`src/rtl/tx_pkg.sv`:
```
// TX framer shared types and constants.
// Preamble pattern, state encoding and counter widths.
package tx_pkg;

  typedef enum logic [1:0] {
    IDLE,
    PREAMBLE,
    PAYLOAD,
    GAP
  } tx_state_t;

  localparam logic [12:0] BARKER13 = 13'b1111100110101;
  localparam int PRE_SYMS = 26;
  // 10 bits so 4*255 payload symbols still fit
  localparam int SYM_W = 10;
  localparam int SMP_W = 4;

  function automatic logic barker_bit(
    input logic [SYM_W-1:0] sym
  );
    logic [SYM_W-1:0] k;
    k = (sym < SYM_W'(13)) ? sym : sym - SYM_W'(13);
    return BARKER13[4'(SYM_W'(12) - k)];
  endfunction

endpackage

```
`src/rtl/tx_sym_map.sv`:
```
// Symbol mapper: preamble bit or QPSK dibit to (I,Q).
// Zero request forces (0,0) for stuffing and gaps.
module tx_sym_map #(
  parameter logic signed [15:0] AMP = 16'sh2000
) (
  input  logic               pre,
  input  logic               pre_bit,
  input  logic [1:0]         dibit,
  input  logic               zero,
  output logic signed [15:0] i,
  output logic signed [15:0] q
);

  localparam logic signed [15:0] NEG = -AMP;

  always_comb begin
    i = '0;
    q = '0;
    if (!zero) begin
      if (pre) begin
        i = pre_bit ? AMP : NEG;
        q = pre_bit ? AMP : NEG;
      end else begin
        i = dibit[1] ? NEG : AMP;
        q = dibit[0] ? NEG : AMP;
      end
    end
  end

endmodule

```
`src/rtl/tx_framer.sv`:
```
// Strobe-paced packet framer: Barker preamble, QPSK payload,
// zero gap, zero-stuffed upsampling to the DAC path.
module tx_framer
  import tx_pkg::*;
#(
  parameter int                 PKT_BYTES = 32,
  parameter int                 SPS       = 4,
  parameter logic signed [15:0] AMP       = 16'sh2000,
  parameter int                 GAP_SYMS  = 16
) (
  input  logic               i_clk,
  input  logic               i_rstn,
  input  logic               i_en,
  input  logic               i_dac_stb,
  input  logic [7:0]         i_data,
  input  logic               i_data_vld,
  output logic               o_data_rdy,
  output logic signed [15:0] o_datatx_i,
  output logic signed [15:0] o_datatx_q,
  output logic               o_datatx_vld,
  output logic               o_sop,
  output logic               o_eop,
  output logic               o_busy,
  output logic               o_underrun
);

  localparam int PAY_SYMS = 4 * PKT_BYTES;
  localparam logic [SYM_W-1:0] PRE_LAST = SYM_W'(PRE_SYMS - 1);
  localparam logic [SYM_W-1:0] PAY_LAST = SYM_W'(PAY_SYMS - 1);
  localparam logic [SYM_W-1:0] GAP_LAST = SYM_W'(GAP_SYMS - 1);
  localparam logic [SMP_W-1:0] SMP_LAST = SMP_W'(SPS - 1);
  localparam logic [7:0]       NBYTES   = 8'(PKT_BYTES);

  tx_state_t         state;
  tx_state_t         cur;
  logic [SYM_W-1:0]  sym;
  logic [SMP_W-1:0]  smp;
  logic [7:0]        hold;
  logic [7:0]        shreg;
  logic [7:0]        acc_cnt;
  logic              hold_full;
  logic              ufl;
  logic              start;
  logic              first;
  logic              last_smp;
  logic              bnd;
  logic              load;
  logic              under;
  logic              accept;
  logic [1:0]        dibit;
  logic              zero;
  logic signed [15:0] map_i;
  logic signed [15:0] map_q;

  // a starting strobe is already the first preamble sample
  always_comb begin
    start    = (state == IDLE) && i_en && i_data_vld;
    cur      = start ? PREAMBLE : state;
    first    = (smp == '0);
    last_smp = (smp == SMP_LAST);
    bnd      = (cur == PAYLOAD) && first && (sym[1:0] == 2'b00);
    load     = bnd && hold_full;
    under    = bnd && !hold_full;
    dibit    = bnd ? hold[7:6] : shreg[7:6];
    zero     = !first || under || (cur == IDLE) || (cur == GAP);
  end

  assign o_data_rdy = ((state == PREAMBLE) || (state == PAYLOAD))
                   && !hold_full && (acc_cnt < NBYTES);
  assign accept = i_data_vld && o_data_rdy;
  assign o_busy = (state != IDLE);

  tx_sym_map #(
    .AMP(AMP)
  ) u_map (
    .pre    (cur == PREAMBLE),
    .pre_bit(barker_bit(sym)),
    .dibit  (dibit),
    .zero   (zero),
    .i      (map_i),
    .q      (map_q)
  );

  always_ff @(posedge i_clk or negedge i_rstn) begin
    if (!i_rstn) begin
      state        <= IDLE;
      sym          <= '0;
      smp          <= '0;
      hold         <= '0;
      shreg        <= '0;
      acc_cnt      <= '0;
      hold_full    <= 1'b0;
      ufl          <= 1'b0;
      o_datatx_i   <= '0;
      o_datatx_q   <= '0;
      o_datatx_vld <= 1'b0;
      o_sop        <= 1'b0;
      o_eop        <= 1'b0;
      o_underrun   <= 1'b0;
    end else begin
      o_datatx_vld <= i_dac_stb;
      o_sop        <= 1'b0;
      o_eop        <= 1'b0;
      o_underrun   <= 1'b0;
      if (accept) begin
        hold      <= i_data;
        hold_full <= 1'b1;
        acc_cnt   <= acc_cnt + 8'd1;
      end else if (i_dac_stb && load) begin
        hold_full <= 1'b0;
      end
      if (state == IDLE) begin
        acc_cnt   <= '0;
        hold_full <= 1'b0;
      end
      if (i_dac_stb) begin
        o_datatx_i <= map_i;
        o_datatx_q <= map_q;
        o_sop      <= (cur == PREAMBLE) && (sym == '0) && first;
        o_eop      <= (cur == PAYLOAD) && (sym == PAY_LAST)
                   && last_smp && !ufl;
        o_underrun <= under;
        state      <= cur;
        smp        <= (last_smp || cur == IDLE) ? '0 : smp + 1'b1;
        if (cur == PAYLOAD) begin
          if (load)
            shreg <= {hold[5:0], 2'b00};
          else if (first && sym[1:0] != 2'b00)
            shreg <= {shreg[5:0], 2'b00};
          if (under)
            ufl <= 1'b1;
        end
        if (last_smp) begin
          unique case (cur)
            PREAMBLE: begin
              if (sym == PRE_LAST) begin
                state <= PAYLOAD;
                sym   <= '0;
              end else begin
                sym <= sym + 1'b1;
              end
            end
            PAYLOAD: begin
              // an underrun symbol repeats the same symbol slot
              if (ufl) begin
                ufl <= 1'b0;
              end else if (sym == PAY_LAST) begin
                state <= (GAP_SYMS == 0) ? IDLE : GAP;
                sym   <= '0;
              end else begin
                sym <= sym + 1'b1;
              end
            end
            GAP: begin
              if (sym == GAP_LAST) begin
                state <= IDLE;
                sym   <= '0;
              end else begin
                sym <= sym + 1'b1;
              end
            end
            default: ;
          endcase
        end
      end
    end
  end

endmodule

```
`config.mk`:
```
export PLATFORM = sky130hd
export DESIGN_NAME = tx_framer
export DESIGN_NICKNAME = d
export VERILOG_FILES = /design/src/rtl/tx_pkg.sv /design/src/rtl/tx_sym_map.sv /design/src/rtl/tx_framer.sv
export SDC_FILE = /design/constraint.sdc
export NUM_CORES = 1
export LEC_CHECK = 0
export ABC_CLOCK_PERIOD_IN_PS = 3400
export CAP_MARGIN = 0
export CORE_MARGIN = 3
export CORE_UTILIZATION = 25
export DETAILED_ROUTE_END_ITERATION = 10
export PLACE_DENSITY = 0.5
export SYNTH_ARGS = -nofsm -noshare
export SYNTH_HDL_FRONTEND = slang
export SYNTH_SLANG_ARGS = --single-unit
```
`constraint.sdc`:
```
create_clock -name i_clk -period 3.4 [get_ports i_clk]
set_input_delay 0.85 -clock i_clk [delete_from_list [all_inputs] [get_ports i_clk]]
set_output_delay 0.85 -clock i_clk [all_outputs]
set_load 0.03 [all_outputs]
```
Word-level counts from Yosys, hierarchy flattened. Memories as Yosys holds them, arrays and structs flattened. Index checks and enable logic that the tools add are counted.

Register bits: 78. Bits in read-only memories: 16. Input bits: 13. Output and inout port bits: 38. Logic and storage cells: 108. Memories kept: 1.

Memories: (name not given) (words 16, width 1, read ports 1, clocked after Yosys merged registers in 0, wr ports 0, RTL line tx_pkg.sv:23) `return BARKER13[4'(SYM_W'(12) - k)];`.

Add/sub/neg operators: 5. Order comparisons: 3. Equality and inequality tests: 10. Multiplexer cells: 38. Reductions and logical operators: 37.

Operators by type and width (count): two-way mux 16 bit (7); two-way mux 10 bit (4); two-way mux 8 bit (4); case mux 10 bit (3 select lines) (1); logical AND 1 bit (16); two-way mux 2 bit (7); two-way mux 1 bit (12); adder 10 x 1 -> 10 bit, second input constant (1); == test 10 x 4 -> 1 bit, second input constant (1); == test 10 x 5 -> 1 bit, second input constant (1); == test 10 x 7 -> 1 bit, second input constant (1); logical NOT 10 bit (1); less-than comparator 10 x 4 -> 1 bit, second input constant (1); adder 8 x 1 -> 8 bit, second input constant (1); less-than comparator 8 x 6 -> 1 bit, second input constant (1); two-way mux 4 bit (2); nonzero test 2 bit (4); == test 2 bit, second input constant (3); logical NOT 2 bit (3); case mux 2 bit (3 select lines) (1); nonzero test 3 bit (2); logical OR 1 bit (5); less-than comparator 4 x 5 -> 1 bit, second input constant (1); adder 4 x 1 -> 4 bit, second input constant (1); 9 further kinds (12).

Logic depth before layout (Yosys ltp). Gate-level depths: netlist (run 1).

Word-level depth: 13. Mapped depth: 14. Gate-level depth less buffers: 13.

By module. From an unflattened synthesis (run 1), not the netlist that was laid out.

Cell total of the unflattened synthesis: 378. Area, all modules: 3966.3 um^2.

By module, submodules not included: tx_framer (times used 1, cells each 342, area an instance 3712.3 um^2, sequential area each 1901.8 um^2); tx_sym_map (times used 1, cells each 36, area an instance 254.0 um^2, sequential area each 0.0 um^2).

Worst setup path before layout (run 1). OpenSTA, ideal clock, no wires.

Path type: flip-flop to flip-flop. Start: register state[1]. End: register acc_cnt[1]. Library setup time: 0.078 ns. Arrival time: 2.748 ns. Required time: 3.322 ns. Slack: 0.573 ns. Cell stages (with the launch flop): 10. Path buffers: 2. Period minus slack after synthesis: 2.827 ns. Path through: dfrtp_1 inv_1 ha_1 nand2b_1 nor4_1 and2_1 clkbuf_1 clkbuf_1 nand2_1 a21oi_1.

Longest elaborated chain between the ends: 6. Elaborated cells on any way between the ends: 9. Those cells by class: 2 x eq/ne; 1 x mux; 6 x reduce/logical.

Ends and longest elaborated chain: from (decl) (RTL line tx_framer.sv:34) `tx_state_t state;`; from (signal assigned) (RTL line tx_framer.sv:123) `state <= cur;`; from (signal assigned) (RTL line tx_framer.sv:148) `state <= (GAP_SYMS == 0) ? IDLE : GAP;`; == test 2 x 1 -> 1 bit / == test 2 bit (equally long branches) (RTL line tx_framer.sv:68) `assign o_data_rdy = ((state == PREAMBLE) || (state == PAYLOAD))`; logical OR 1 bit (*) (RTL line tx_framer.sv:68); logical AND 1 bit (*) (2 in a row) (RTL line tx_framer.sv:69) `&& !hold_full && (acc_cnt < NBYTES);`; named net o_data_rdy (RTL line tx_framer.sv:17) `output logic o_data_rdy,`; logical AND 1 bit (*) (RTL line tx_framer.sv:70) `assign accept = i_data_vld && o_data_rdy;`; nonzero test 2 bit (no source line) (*); to (signal assigned) (RTL line tx_framer.sv:108) `acc_cnt <= acc_cnt + 8'd1;`; to (decl) (RTL line tx_framer.sv:40) `logic [7:0] acc_cnt;`.

The timed path passes the listed nets; every way through them passes the cells marked *. A chain may end at the register's enable or synchronous reset.

Worst setup path in the final report (run 1).
Start: register state[1]. End: output port o_data_rdy.

Longest elaborated chain between the ends: 4. Elaborated cells on any way between the ends: 5. Those cells by class: 2 x eq/ne; 3 x reduce/logical.

Ends and longest elaborated chain (RTL line): == test 2 x 1 -> 1 bit / == test 2 bit (equally long branches) (tx_framer.sv:68); logical OR 1 bit (*) (tx_framer.sv:68); logical AND 1 bit (*) (2 in a row) (tx_framer.sv:69); to (decl) (tx_framer.sv:17).

Every way passes the cells marked *; elsewhere a longest branch is shown, timed or not.

==> run metrics, run 1 <==
Sequential cell area=1180 sq um; HPWL after detailed placement=4700 um; Reg2Reg Depth=12; pin slew with the least headroom to its limit=867 ps; routed vias=2307; total die area=13000 sq um; proportion of synthesized flip-flops having asynchronous set or reset=1.00; top_reg_cell synth=sky130_fd_sc_hd__dfrtp_1; Placement Cell Area=3200 sq um; Initial Util=0.262; Final Net Count=374; number of fill cells in the layout=1202; number of setup violations in the final report=0; Detailed Route Iter0 Violations=70; area of the placeable core=11100 sq um; ratio of final minimum period to clock period=0.926; placer congestion estimate=0.786; mean instance size in the synthesized netlist=8.81 sq um; startpoint of the worst-slack reg-to-reg timing path=sym[0]$_DFFE_PN0P_; WL per Instance=13.1 um; count of placed standard cells including taps=484; peak supply drop=0.351 mV; final cell area excluding filler cells=3360 sq um; highest-delay cell along the critical path=sky130_fd_sc_hd__clkdlybuf4s50_1; main area contributors after synthesis=sky130_fd_sc_hd__dfrtp_1 (40%), sky130_fd_sc_hd__buf_4 (7.5%), sky130_fd_sc_hd__nand2_1 (7.1%); setup repair after global routing missed its margin=false; level count of the clock H-tree=2; status=complete, no violations; Period minus WS final=3150 ps; crit end category=output pin; maximum number of pins on one net before global-route repair=33; overall track demand over capacity in global routing=0.102; via count of the first global-routing pass=2165; I/O pin total=51; critical-path cell list=inv_1 > ha_1 > nand2b_1 > nor4_1 > clkdlybuf4s50_1; DRC errors left=0; post-synthesis cell type count=51; static leakage=0.00150 uW; Req. time, crit path=2550 ps; TritonCTS clock tree=yes; aggregate routed wire length=6430 um; clock-pin slew on the worst setup and hold paths=70 ps; kind of path behind the tightest hold check=input pin to async pin; Detail Route Antenna Nets=0; number of buffers created by CTS=5; internal power=1450 uW; cell type with the highest aggregate area in the netlist=sky130_fd_sc_hd__dfrtp_1; max-capacitance violation count=0; worst clock skew on the final layout=8.16 ps; Worst R2R Setup Slack=320 ps; maximum root-to-sink buffer count=2; Die Y=114 um; synthesized cell area=2920 sq um; class of the most critical setup path=flop to output pin; number of detailed-routing iterations run before antenna repair=4; sink count of the clock tree=47; number of standard-cell rows in the floorplan=38; count of final max-slew check failures=0; first-pass GRT wire length=10800 um; initial antenna violation count=0; Max FO, Critical Path=7; clock latency of the later-clocked register in the worst-skew pair=290 ps; count of buffers added by post-CTS timing repair for setup=0; ratio of total power to cell area=744 nW/um^2; sequential cell area fraction in the yosys report=0.403; worst reg2reg path endpoint=o_datatx_q[14]$_DFFE_PN0P_; delay of the slowest cell on the worst path=750 ps; arrival time of the worst setup path=2300 ps; flops & latches, synth=47; slew margin rel.=0.407; Cells after Synth=331; kind of cell adding the most delay to the critical path=buffers and inverters; combined area of the multi-input logic cells=1530 sq um; switching power=1050 uW; port buffer count=24; area growth from synthesis to final layout=15.3%; combinational share of power=0.458; number of enable flip-flop cells after synthesis=0; area fraction of the dominant cell type after synthesis=0.403; root buffer cell=sky130_fd_sc_hd__clkbuf_16; register share of total power=0.341; buffering stage count on the worst path with inverters included=2; antenna diode instance count=0; width of the die=114 um; non-filler instance count after layout=492; warning count from the yosys run=0; part of the total power dissipated in the clock network=0.201; number of hold violations in the final report=0; total global routing overflow=0; summed negative setup slack over all endpoints=0 ps; Peak Freq=0.318 GHz; via density per instance=4.69; startpoint class of the critical path=flop; Switching Share=0.419; final core utilization=0.302; fraction of layout cells with a size suffix above 1=0.0795
-- flip-flops by register name, summed over array words and instances, names as in the netlist, named ones only --
name	count
o_datatx_vld	1
sym	10
hold	8
o_datatx_i	2
o_sop	1
smp	4
o_underrun	1
o_datatx_q	1
shreg	6
state	2
hold_full	1
o_eop	1
acc_cnt	8
-- through the flow --
stage | power (uW) | setup slack, ps | hold WS [ps]
floorplan | 1710 | 573 | 445
global placement | 1970 | 328 | 462
detailed placement | 1980 | 187 | 464
CTS | 2500 | 179 | 482
global route | 2710 | 56.5 | 497
finish | 2500 | 253 | 469
-- final cells by class --
class / count / share of cell area
clock buffers: 5 / 0.0372
clock inverters: 3 / 0.00670
inverters: 12 / 0.0134
multi-input cells: 254 / 0.455
flip-flops and latches: 47 / 0.350
well taps: 140 / 0.0521
repair buffers: 31 / 0.0856
-- worst reg2reg max path: stages, from the launching register on --
cell	delay (ps)
sky130_fd_sc_hd__dfrtp_1	490
sky130_fd_sc_hd__inv_1	250
sky130_fd_sc_hd__ha_4	240
sky130_fd_sc_hd__nand3b_1	160
sky130_fd_sc_hd__nand3_1	190
sky130_fd_sc_hd__xnor2_1	200
sky130_fd_sc_hd__ha_1	300
sky130_fd_sc_hd__nor2_1	110
sky130_fd_sc_hd__or4b_1	440
sky130_fd_sc_hd__o211ai_1	110
sky130_fd_sc_hd__a221oi_1	110
sky130_fd_sc_hd__o221a_2	260
sky130_fd_sc_hd__o2bb2ai_1	140
-- worst max-delay path by stage --
stage | end | from | cells past startpoint | slack [ps]
5_1_grt | o_datatx_q[14]$_DFFE_PN0P_ | sym[0]$_DFFE_PN0P_ | 12 | 60
3_3_place_gp | o_datatx_q[14]$_DFFE_PN0P_ | sym[0]$_DFFE_PN0P_ | 12 | 330
4_1_cts | o_datatx_q[14]$_DFFE_PN0P_ | sym[0]$_DFFE_PN0P_ | 12 | 180
2_1_floorplan | acc_cnt[1]$_DFFE_PN0P_ | state[1]$_DFFE_PN0P_ | 9 | 570
6_report | o_data_rdy | state[1]$_DFFE_PN0P_ | 5 | 250
3_5_place_dp | o_datatx_q[14]$_DFFE_PN0P_ | sym[0]$_DFFE_PN0P_ | 12 | 190
-- cells in the mapped netlist (2+ instances only) --
master	number
sky130_fd_sc_hd__or3_1	4
sky130_fd_sc_hd__dfrtp_1	47
sky130_fd_sc_hd__o21ai_1	2
sky130_fd_sc_hd__and2_1	2
sky130_fd_sc_hd__a211o_1	2
sky130_fd_sc_hd__nor3b_1	2
sky130_fd_sc_hd__nor3_2	2
sky130_fd_sc_hd__nand2_1	55
sky130_fd_sc_hd__nand2b_1	4
sky130_fd_sc_hd__mux2i_1	8
sky130_fd_sc_hd__nor2b_1	5
sky130_fd_sc_hd__nand4_1	4
sky130_fd_sc_hd__a21o_1	2
sky130_fd_sc_hd__nand3b_1	3
sky130_fd_sc_hd__a31oi_1	2
sky130_fd_sc_hd__or3_4	2
sky130_fd_sc_hd__a22o_1	3
sky130_fd_sc_hd__o21ai_0	12
sky130_fd_sc_hd__a2111oi_0	3
sky130_fd_sc_hd__o2bb2ai_1	2
sky130_fd_sc_hd__inv_1	12
sky130_fd_sc_hd__xor2_1	3
sky130_fd_sc_hd__nor2_1	22
sky130_fd_sc_hd__nor3_1	7
sky130_fd_sc_hd__xnor2_1	5
sky130_fd_sc_hd__and3_1	6
sky130_fd_sc_hd__clkbuf_1	13
sky130_fd_sc_hd__nand4b_1	2
sky130_fd_sc_hd__nand3_1	11
sky130_fd_sc_hd__mux2_2	3
sky130_fd_sc_hd__nor4_1	4
sky130_fd_sc_hd__buf_4	29
sky130_fd_sc_hd__o22ai_1	2
sky130_fd_sc_hd__ha_1	10
sky130_fd_sc_hd__o31a_1	3
sky130_fd_sc_hd__o31ai_1	5
sky130_fd_sc_hd__a21oi_1	14
-- power groups by stage --
stage	logic [uW]	registers [uW]	clock network, uW
2_1_floorplan	882	830	0
3_3_place_gp	1110	861	0
3_5_place_dp	1120	863	0
4_1_cts	1130	852	523
5_1_grt	1290	878	544
6_report	1150	853	503
-- layout by cell type, fill, tap and decap left out, types with 4 or more instances in the layout --
master	n
sky130_fd_sc_hd__nor2_1	22
sky130_fd_sc_hd__xnor2_1	5
sky130_fd_sc_hd__ha_1	9
sky130_fd_sc_hd__nor3_1	7
sky130_fd_sc_hd__inv_1	12
sky130_fd_sc_hd__conb_1	26
sky130_fd_sc_hd__o21ai_0	12
sky130_fd_sc_hd__nor4_1	4
sky130_fd_sc_hd__mux2i_1	8
sky130_fd_sc_hd__nand3_1	11
sky130_fd_sc_hd__nand2_1	55
sky130_fd_sc_hd__dfrtp_1	47
sky130_fd_sc_hd__o31ai_1	5
sky130_fd_sc_hd__or3_1	4
sky130_fd_sc_hd__nand2b_1	4
sky130_fd_sc_hd__buf_4	7
sky130_fd_sc_hd__clkbuf_16	5
sky130_fd_sc_hd__nor2b_1	5
sky130_fd_sc_hd__nand4_1	4
sky130_fd_sc_hd__and3_1	6
sky130_fd_sc_hd__clkdlybuf4s50_1	23
sky130_fd_sc_hd__a21oi_1	14
-- cells by family after synthesis --
logic type | count (synthesis) | share of synthesized area
adder cells (fa/ha/maj) | 10 | 0.0429
XOR/XNOR | 8 | 0.0240
other | 1 | 0.00129
AO/OA/AOI/OAI | 60 | 0.143
AND/OR/NAND/NOR | 139 | 0.238
buffers and inverters | 55 | 0.109
multiplexers | 11 | 0.0390
flip-flops | 47 | 0.403
-- routing by layer --
metal	track usage	vias to the layer above	wire, um
met4	0.0356	0	95
met2	0.157	56	2890
met1	0.143	1101	3120
met5	0	-	0
met3	0.0180	8	330
li1	-	1142	-
-- timing repair --
item / CTS / global route
hold buffers: 0 / 0
endpoints found under the setup margin: 0 / 2
gates resized for setup: 0 / 2
Power figures use the tool's default switching activity.
==> run 2, diff against run 1 <==
Settings changed: PLACE_DENSITY 0.5 to 0.48, SYNTH_HIERARCHICAL from default to 1.
==> run 2 against run 1 <==
Clock skew grew 2.0 ps. Clock power grew 71%. Maximum frequency grew 2.6%. First-iteration DRC count grew to 2.6 times the previous value. Clock-buffer cell count grew 7. Register-to-register slack is essentially flat. Sequential power grew 47%. Cell area grew 44%. Largest cell class is now flip-flops and latches. Highest routed layer unchanged.
==> run metrics, run 2 <==
width of the die=132 um; count of final max-slew check failures=0; proportion of synthesized flip-flops having asynchronous set or reset=1.00; ratio of total power to cell area=702 nW/um^2; Regs by FF count=o_datatx_i: 16 flops, o_datatx_q: 16 flops, sym: 10 flops; first-pass GRT wire length=14700 um; number of standard-cell rows in the floorplan=45; synthesized cell area=3970 sq um; total global routing overflow=0; via density per instance=4.40; total die area=17400 sq um; placer congestion estimate=0.871; ratio of final minimum period to clock period=0.902; routed vias=2832; HPWL after detailed placement=5860 um; root buffer cell=sky130_fd_sc_hd__clkbuf_16; mean instance size in the synthesized netlist=10.5 sq um; Worst Hold Path Cells=2; WL per Instance=13.0 um; Reg2Reg Depth=12; ranking of synthesized cells by instance count=sky130_fd_sc_hd__dfrtp_1 (76), sky130_fd_sc_hd__nand2_1 (53), sky130_fd_sc_hd__mux2_2 (35); top_reg_cell synth=sky130_fd_sc_hd__dfrtp_1; Max FO, Critical Path=14; part of the total power dissipated in the clock network=0.252; kind of cell adding the most delay to the critical path=flip-flops; Switching Share=0.378; summed negative setup slack over all endpoints=0 ps; cell type with the highest aggregate area in the netlist=sky130_fd_sc_hd__dfrtp_1; worst clock skew on the final layout=10.2 ps; final core utilization=0.316; area growth from synthesis to final layout=22.5%; post-synthesis cell type count=60; crit end category=flop; DRC errors left=0; count leader, synth=sky130_fd_sc_hd__dfrtp_1; startpoint class of the critical path=flop; I/O pin total=51; Most common cell on crit path=sky130_fd_sc_hd__ha_1; hold path startpoint=hold[6]$_DFFE_PN0P_; clock-pin slew on the worst setup and hold paths=60 ps; antenna diode instance count=0; main area contributors after synthesis=sky130_fd_sc_hd__dfrtp_1 (48%), sky130_fd_sc_hd__mux2_2 (9.9%), sky130_fd_sc_hd__buf_4 (5.5%); Period minus WS final=3070 ps; Initial Util=0.258; maximum number of pins on one net before global-route repair=77; Worst R2R Setup Slack=330 ps; highest-delay cell along the critical path=sky130_fd_sc_hd__dfrtp_1; peak supply drop=0.317 mV; warning count from the yosys run=6; number of detailed-routing iterations run before antenna repair=4; sequential cell area fraction in the yosys report=0.479; count of buffers added by post-CTS timing repair for setup=0; kind of path behind the tightest hold check=flop to flop; clock latency of the later-clocked register in the worst-skew pair=340 ps; TritonCTS clock tree=yes; arrival time of the worst setup path=3280 ps; static leakage=0.00214 uW; number of setup violations in the final report=0; leading cell type in the layout, fill and taps excluded=sky130_fd_sc_hd__dfrtp_1; slew margin rel.=0.346; via count of the first global-routing pass=2947; overall track demand over capacity in global routing=0.103; worst reg2reg path endpoint=o_datatx_q[14]$_DFFE_PN0P_; status=complete, no violations; Detail Route Antenna Nets=0; number of hold violations in the final report=0; Detailed Route Iter0 Violations=183; Final Net Count=452; internal power=2120 uW; initial antenna violation count=0; aggregate routed wire length=8340 um; hold-fix buffers at CTS=0; startpoint of the worst-slack reg-to-reg timing path=sym[0]$_DFFE_PN0P_; Req. time, crit path=3610 ps; area of the placeable core=15400 sq um; Cells after Synth=378; combinational share of power=0.380; pin slew with the least headroom to its limit=981 ps; register share of total power=0.368; maximum root-to-sink buffer count=2; number of enable flip-flop cells after synthesis=0; post-CTS sizing=0; level count of the clock H-tree=3; class of the most critical setup path=flop to flop; capture endpoint of the worst hold path=hold[6]$_DFFE_PN0P_; sink count of the clock tree=76; port buffer count=50; Die Y=132 um; max-capacitance violation count=0; number of buffers created by CTS=9; Peak Freq=0.326 GHz; flops & latches, synth=76; setup repair after global routing missed its margin=false; overall power of the completed layout=3410 uW; critical-path cell list=inv_1 > ha_1 > o211ai_1 > xnor2_1 > ha_1 > nor2b_1 > o221ai_1 > a31oi_1 > nor4_1 > nand2b_1 > a21oi_1 > mux2_2; fraction of layout cells with a size suffix above 1=0.159; switching power=1290 uW; buffering stage count on the worst path with inverters included=1; commonest cells after routing, fill and taps aside=sky130_fd_sc_hd__dfrtp_1 (76), sky130_fd_sc_hd__nand2_1 (53), sky130_fd_sc_hd__clkdlybuf4s50_1 (48); delay of the slowest cell on the worst path=600 ps; area fraction of the dominant cell type after synthesis=0.479
==> run 2: changes by cell type in the layout (fill, tap and decap cells not counted), moves of 3 or more <==
cell	before	now
sky130_fd_sc_hd__mux2_2	3	35
sky130_fd_sc_hd__clkbuf_1	0	3
sky130_fd_sc_hd__o31a_1	3	0
sky130_fd_sc_hd__dfrtp_1	47	76
sky130_fd_sc_hd__a2111oi_0	3	0
sky130_fd_sc_hd__a21oi_1	14	9
sky130_fd_sc_hd__nand2b_1	4	7
sky130_fd_sc_hd__nor2_1	22	16
sky130_fd_sc_hd__clkdlybuf4s50_1	23	48
sky130_fd_sc_hd__mux2i_1	8	5
sky130_fd_sc_hd__clkbuf_16	5	9
==> run 2: worst reg2reg max path, stage by stage (launching register included) <==
cell,delay (ps)
sky130_fd_sc_hd__dfrtp_1,600
sky130_fd_sc_hd__inv_1,170
sky130_fd_sc_hd__ha_1,310
sky130_fd_sc_hd__o211ai_1,340
sky130_fd_sc_hd__xnor2_1,200
sky130_fd_sc_hd__ha_1,290
sky130_fd_sc_hd__nor2b_1,140
sky130_fd_sc_hd__o221ai_1,70
sky130_fd_sc_hd__a31oi_1,60
sky130_fd_sc_hd__nor4_1,250
sky130_fd_sc_hd__nand2b_1,150
sky130_fd_sc_hd__a21oi_1,90
sky130_fd_sc_hd__mux2_2,270
==> run 2: how the worst max path moves through the flow <==
stage / start / end / slack [ps] / cells after the start
after global placement: sym[0]$_DFFE_PN0P_ / o_datatx_q[15]$_DFFE_PN0P_ / 510 / 12
final: sym[0]$_DFFE_PN0P_ / o_datatx_q[14]$_DFFE_PN0P_ / 330 / 12
after detailed placement: sym[0]$_DFFE_PN0P_ / o_datatx_q[14]$_DFFE_PN0P_ / 390 / 12
after global routing: sym[0]$_DFFE_PN0P_ / o_datatx_q[14]$_DFFE_PN0P_ / 80 / 12
after CTS: sym[0]$_DFFE_PN0P_ / o_datatx_q[14]$_DFFE_PN0P_ / 360 / 12
after floorplan: sym[0]$_DFFE_PN0P_ / o_datatx_i[15]$_DFFE_PN0P_ / 490 / 14
==> run 2: cell families after synthesis <==
| kind of cell | after synthesis | synth area share |
|---|---|---|
| compound gates | 54 | 0.0987 |
| xor+xnor | 8 | 0.0177 |
| fa+ha+maj | 11 | 0.0347 |
| buf+inv | 55 | 0.0817 |
| flops | 76 | 0.479 |
| mux | 40 | 0.112 |
| other cells | 1 | 0.000945 |
| simple gates | 133 | 0.175 |
==> run 2: per-stage QoR <==
stage                     hold slack (ps)  cell area [sq um]  std cells  worst slack, ps
final                                 482               4860        644              332
after global routing                  513               4860        644             79.8
after CTS                             486               4860        644              362
after detailed placement              471               4590        628              393
after floorplan                       440               4060        403              489
after global placement                462               4590        628              512
==> run 2: power by group through the flow <==
stage                     clock, uW  combinational [uW]  sequential [uW]
after floorplan                   0                 875             1320
final                           860                1290             1250
after detailed placement          0                1300             1270
after global routing            942                1440             1280
after CTS                       898                1310             1250
after global placement            0                1280             1260
==> run 2: area by class of cell <==
cell class	instances	area (sq um)
inverters	11	41.3
clock inverters	4	26.3
clock buffers	12	236
well taps	211	264
fillers	1584	10500
repair buffers	58	553
multi-input cells	272	1830
flip-flops and latches	76	1900
==> run 2: layer usage <==
layer | global-route usage | part of all wire
met1 | 0.134 | 0.47
met2 | 0.160 | 0.47
met3 | 0.0294 | 0.048
met4 | 0.0432 | 0.014
met5 | 0 | 0
==> run 3, diff against run 2 <==
Settings changed: GPL_TIMING_DRIVEN from default to 0.
==> run 3 against run 2 <==
Sequential cell count is the same. Die area is the same. Largest power group unchanged. Routed wire length increased by 2.6%. Critical path depth is 1 higher. Combinational power is 8% higher. Sequential power about the same. Hold slack worse by 36 ps. Utilization increased by 1.8 points. Clock skew fell by 3.9 ps. First-iteration DRC count grew 14%. Clock-buffer cell count did not move.
==> run metrics, run 3 (synthesized netlist as in run 2, its figures left out) <==
placer congestion estimate=0.776; level count of the clock H-tree=3; setup repair after global routing missed its margin=false; commonest cells after routing, fill and taps aside=sky130_fd_sc_hd__dfrtp_1 (75), sky130_fd_sc_hd__nand2_1 (53), sky130_fd_sc_hd__clkdlybuf4s50_1 (49); number of detailed-routing iterations run before antenna repair=4; arrival time of the worst setup path=3300 ps; area of the placeable core=15400 sq um; Final Net Count=488; Max FO, Critical Path=8; post-placement setup slack=-63.1 ps; overall track demand over capacity in global routing=0.103; via density per instance=4.30; critical-path cell list=buf_6 > nor3_2 > o211ai_1 > xnor2_1 > ha_1 > nor2b_1 > o221ai_1 > a31oi_1 > nor4_1 > nand2b_1 > a21oi_1 > buf_4 > mux2_2; number of standard-cell rows in the floorplan=45; Detail Route Antenna Nets=0; ratio of total power to cell area=690 nW/um^2; TritonCTS clock tree=yes; ratio of final minimum period to clock period=0.906; highest-delay cell along the critical path=sky130_fd_sc_hd__nor3_2; count of final max-slew check failures=0; number of setup violations in the final report=0; maximum number of pins on one net before global-route repair=47; worst reg2reg path endpoint=o_datatx_q[15]$_DFFE_PN0P_; maximum root-to-sink buffer count=2; sink count of the clock tree=76; delay of the slowest cell on the worst path=430 ps; Period minus WS final=3080 ps; Peak Freq=0.325 GHz; startpoint class of the critical path=flop; aggregate routed wire length=8560 um; total global routing overflow=0; Reg2Reg Depth=13; area growth from synthesis to final layout=29.3%; Req. time, crit path=3620 ps; Regs by FF count=o_datatx_i: 16 flops, o_datatx_q: 16 flops, sym: 10 flops; peak supply drop=0.314 mV; Placement Cell Area=4850 sq um; final core utilization=0.334; width of the die=132 um; Worst R2R Setup Slack=320 ps; first-pass GRT wire length=14500 um; number of hold violations in the final report=0; WL per Instance=12.6 um; number of fill cells in the layout=1603; HPWL after detailed placement=6220 um; DRC errors left=0; kind of path behind the tightest hold check=input pin to async pin; Initial Util=0.258; clock latency of the later-clocked register in the worst-skew pair=330 ps; port buffer count=50; leading cell type in the layout, fill and taps excluded=sky130_fd_sc_hd__dfrtp_1; antenna diode instance count=0; static leakage=0.00230 uW; class of the most critical setup path=flop to flop; minimum setup slack in the final design=320 ps; clock-pin slew on the worst setup and hold paths=60 ps; routed vias=2914; startpoint of the worst-slack reg-to-reg timing path=sym[5]$_DFFE_PN0P_; fraction of layout cells with a size suffix above 1=0.197; via count of the first global-routing pass=2873; status=complete, no violations; pin slew with the least headroom to its limit=824 ps; crit end category=flop; max-capacitance violation count=0; number of buffers created by CTS=9; Detailed Route Iter0 Violations=209; overall power of the completed layout=3540 uW; I/O pin total=51; summed negative setup slack over all endpoints=0 ps; root buffer cell=sky130_fd_sc_hd__clkbuf_16; Die Y=132 um; worst clock skew on the final layout=6.26 ps; initial antenna violation count=0; total die area=17400 sq um; final cell area excluding filler cells=5130 sq um; slew margin rel.=0.442; count of buffers added by post-CTS timing repair for setup=0
run 3: cell type report:
| class | count | area, sq um | share of cell area |
|---|---|---|---|
| inverters | 11 | 41.3 | 0.00805 |
| plain buffers | 43 | 279 | 0.0544 |
| well taps | 211 | 264 | 0.0515 |
| clock buffers | 12 | 236 | 0.0461 |
| flip-flops and latches | 76 | 1900 | 0.371 |
| multi-input cells | 272 | 1840 | 0.359 |
| clock inverters | 2 | 37.5 | 0.00732 |
| repair buffers | 51 | 526 | 0.102 |
run 3: where the power goes:
group,internal [uW],switching [uW]
clock,561,361
combinational,596,795
sequential,1080,150
total,2230,1310
run 3: through the flow:
stage / instances / hold WS [ps]
3_5_place_dp: 665 / 466
3_3_place_gp: 664 / 462
4_1_cts: 678 / 452
6_report: 678 / 446
5_1_grt: 678 / 472
2_1_floorplan: 403 / 440
run 3: layer usage:
metal | share of wire | track usage | vias up
met1 | 0.48 | 0.135 | 1399
li1 | - | - | 1451
met4 | 0.017 | 0.0438 | 0
met3 | 0.038 | 0.0290 | 11
met5 | 0 | 0 | -
met2 | 0.47 | 0.160 | 53
run 3: timing repair:
| item | CTS | global route |
|---|---|---|
| gates resized for setup | 0 | 3 |
| endpoints found under the setup margin | 2 | 4 |
| hold buffers | 0 | 0 |
run 3: critical path: cells and delay by family, from the launching register on:
family	cells	cell delay (ps)
compound gates	4	480
xor+xnor	1	260
fa+ha+maj	1	290
buf+inv	2	270
flops	1	370
mux	1	250
simple gates	4	1050
run 3: worst max path at each step:
stage / start / endpoint / slack, ps / cells after the start
6_report: sym[5]$_DFFE_PN0P_ / o_datatx_q[15]$_DFFE_PN0P_ / 320 / 13
5_1_grt: sym[5]$_DFFE_PN0P_ / o_datatx_q[15]$_DFFE_PN0P_ / 10 / 13
4_1_cts: sym[0]$_DFFE_PN0P_ / o_datatx_q[15]$_DFFE_PN0P_ / 110 / 13
3_5_place_dp: sym[0]$_DFFE_PN0P_ / o_datatx_i[15]$_DFFE_PN0P_ / -60 / 14
3_3_place_gp: i_rstn / o_datatx_i[3]$_DFFE_PN0P_ / -1410 / 1
2_1_floorplan: sym[0]$_DFFE_PN0P_ / o_datatx_i[15]$_DFFE_PN0P_ / 490 / 14
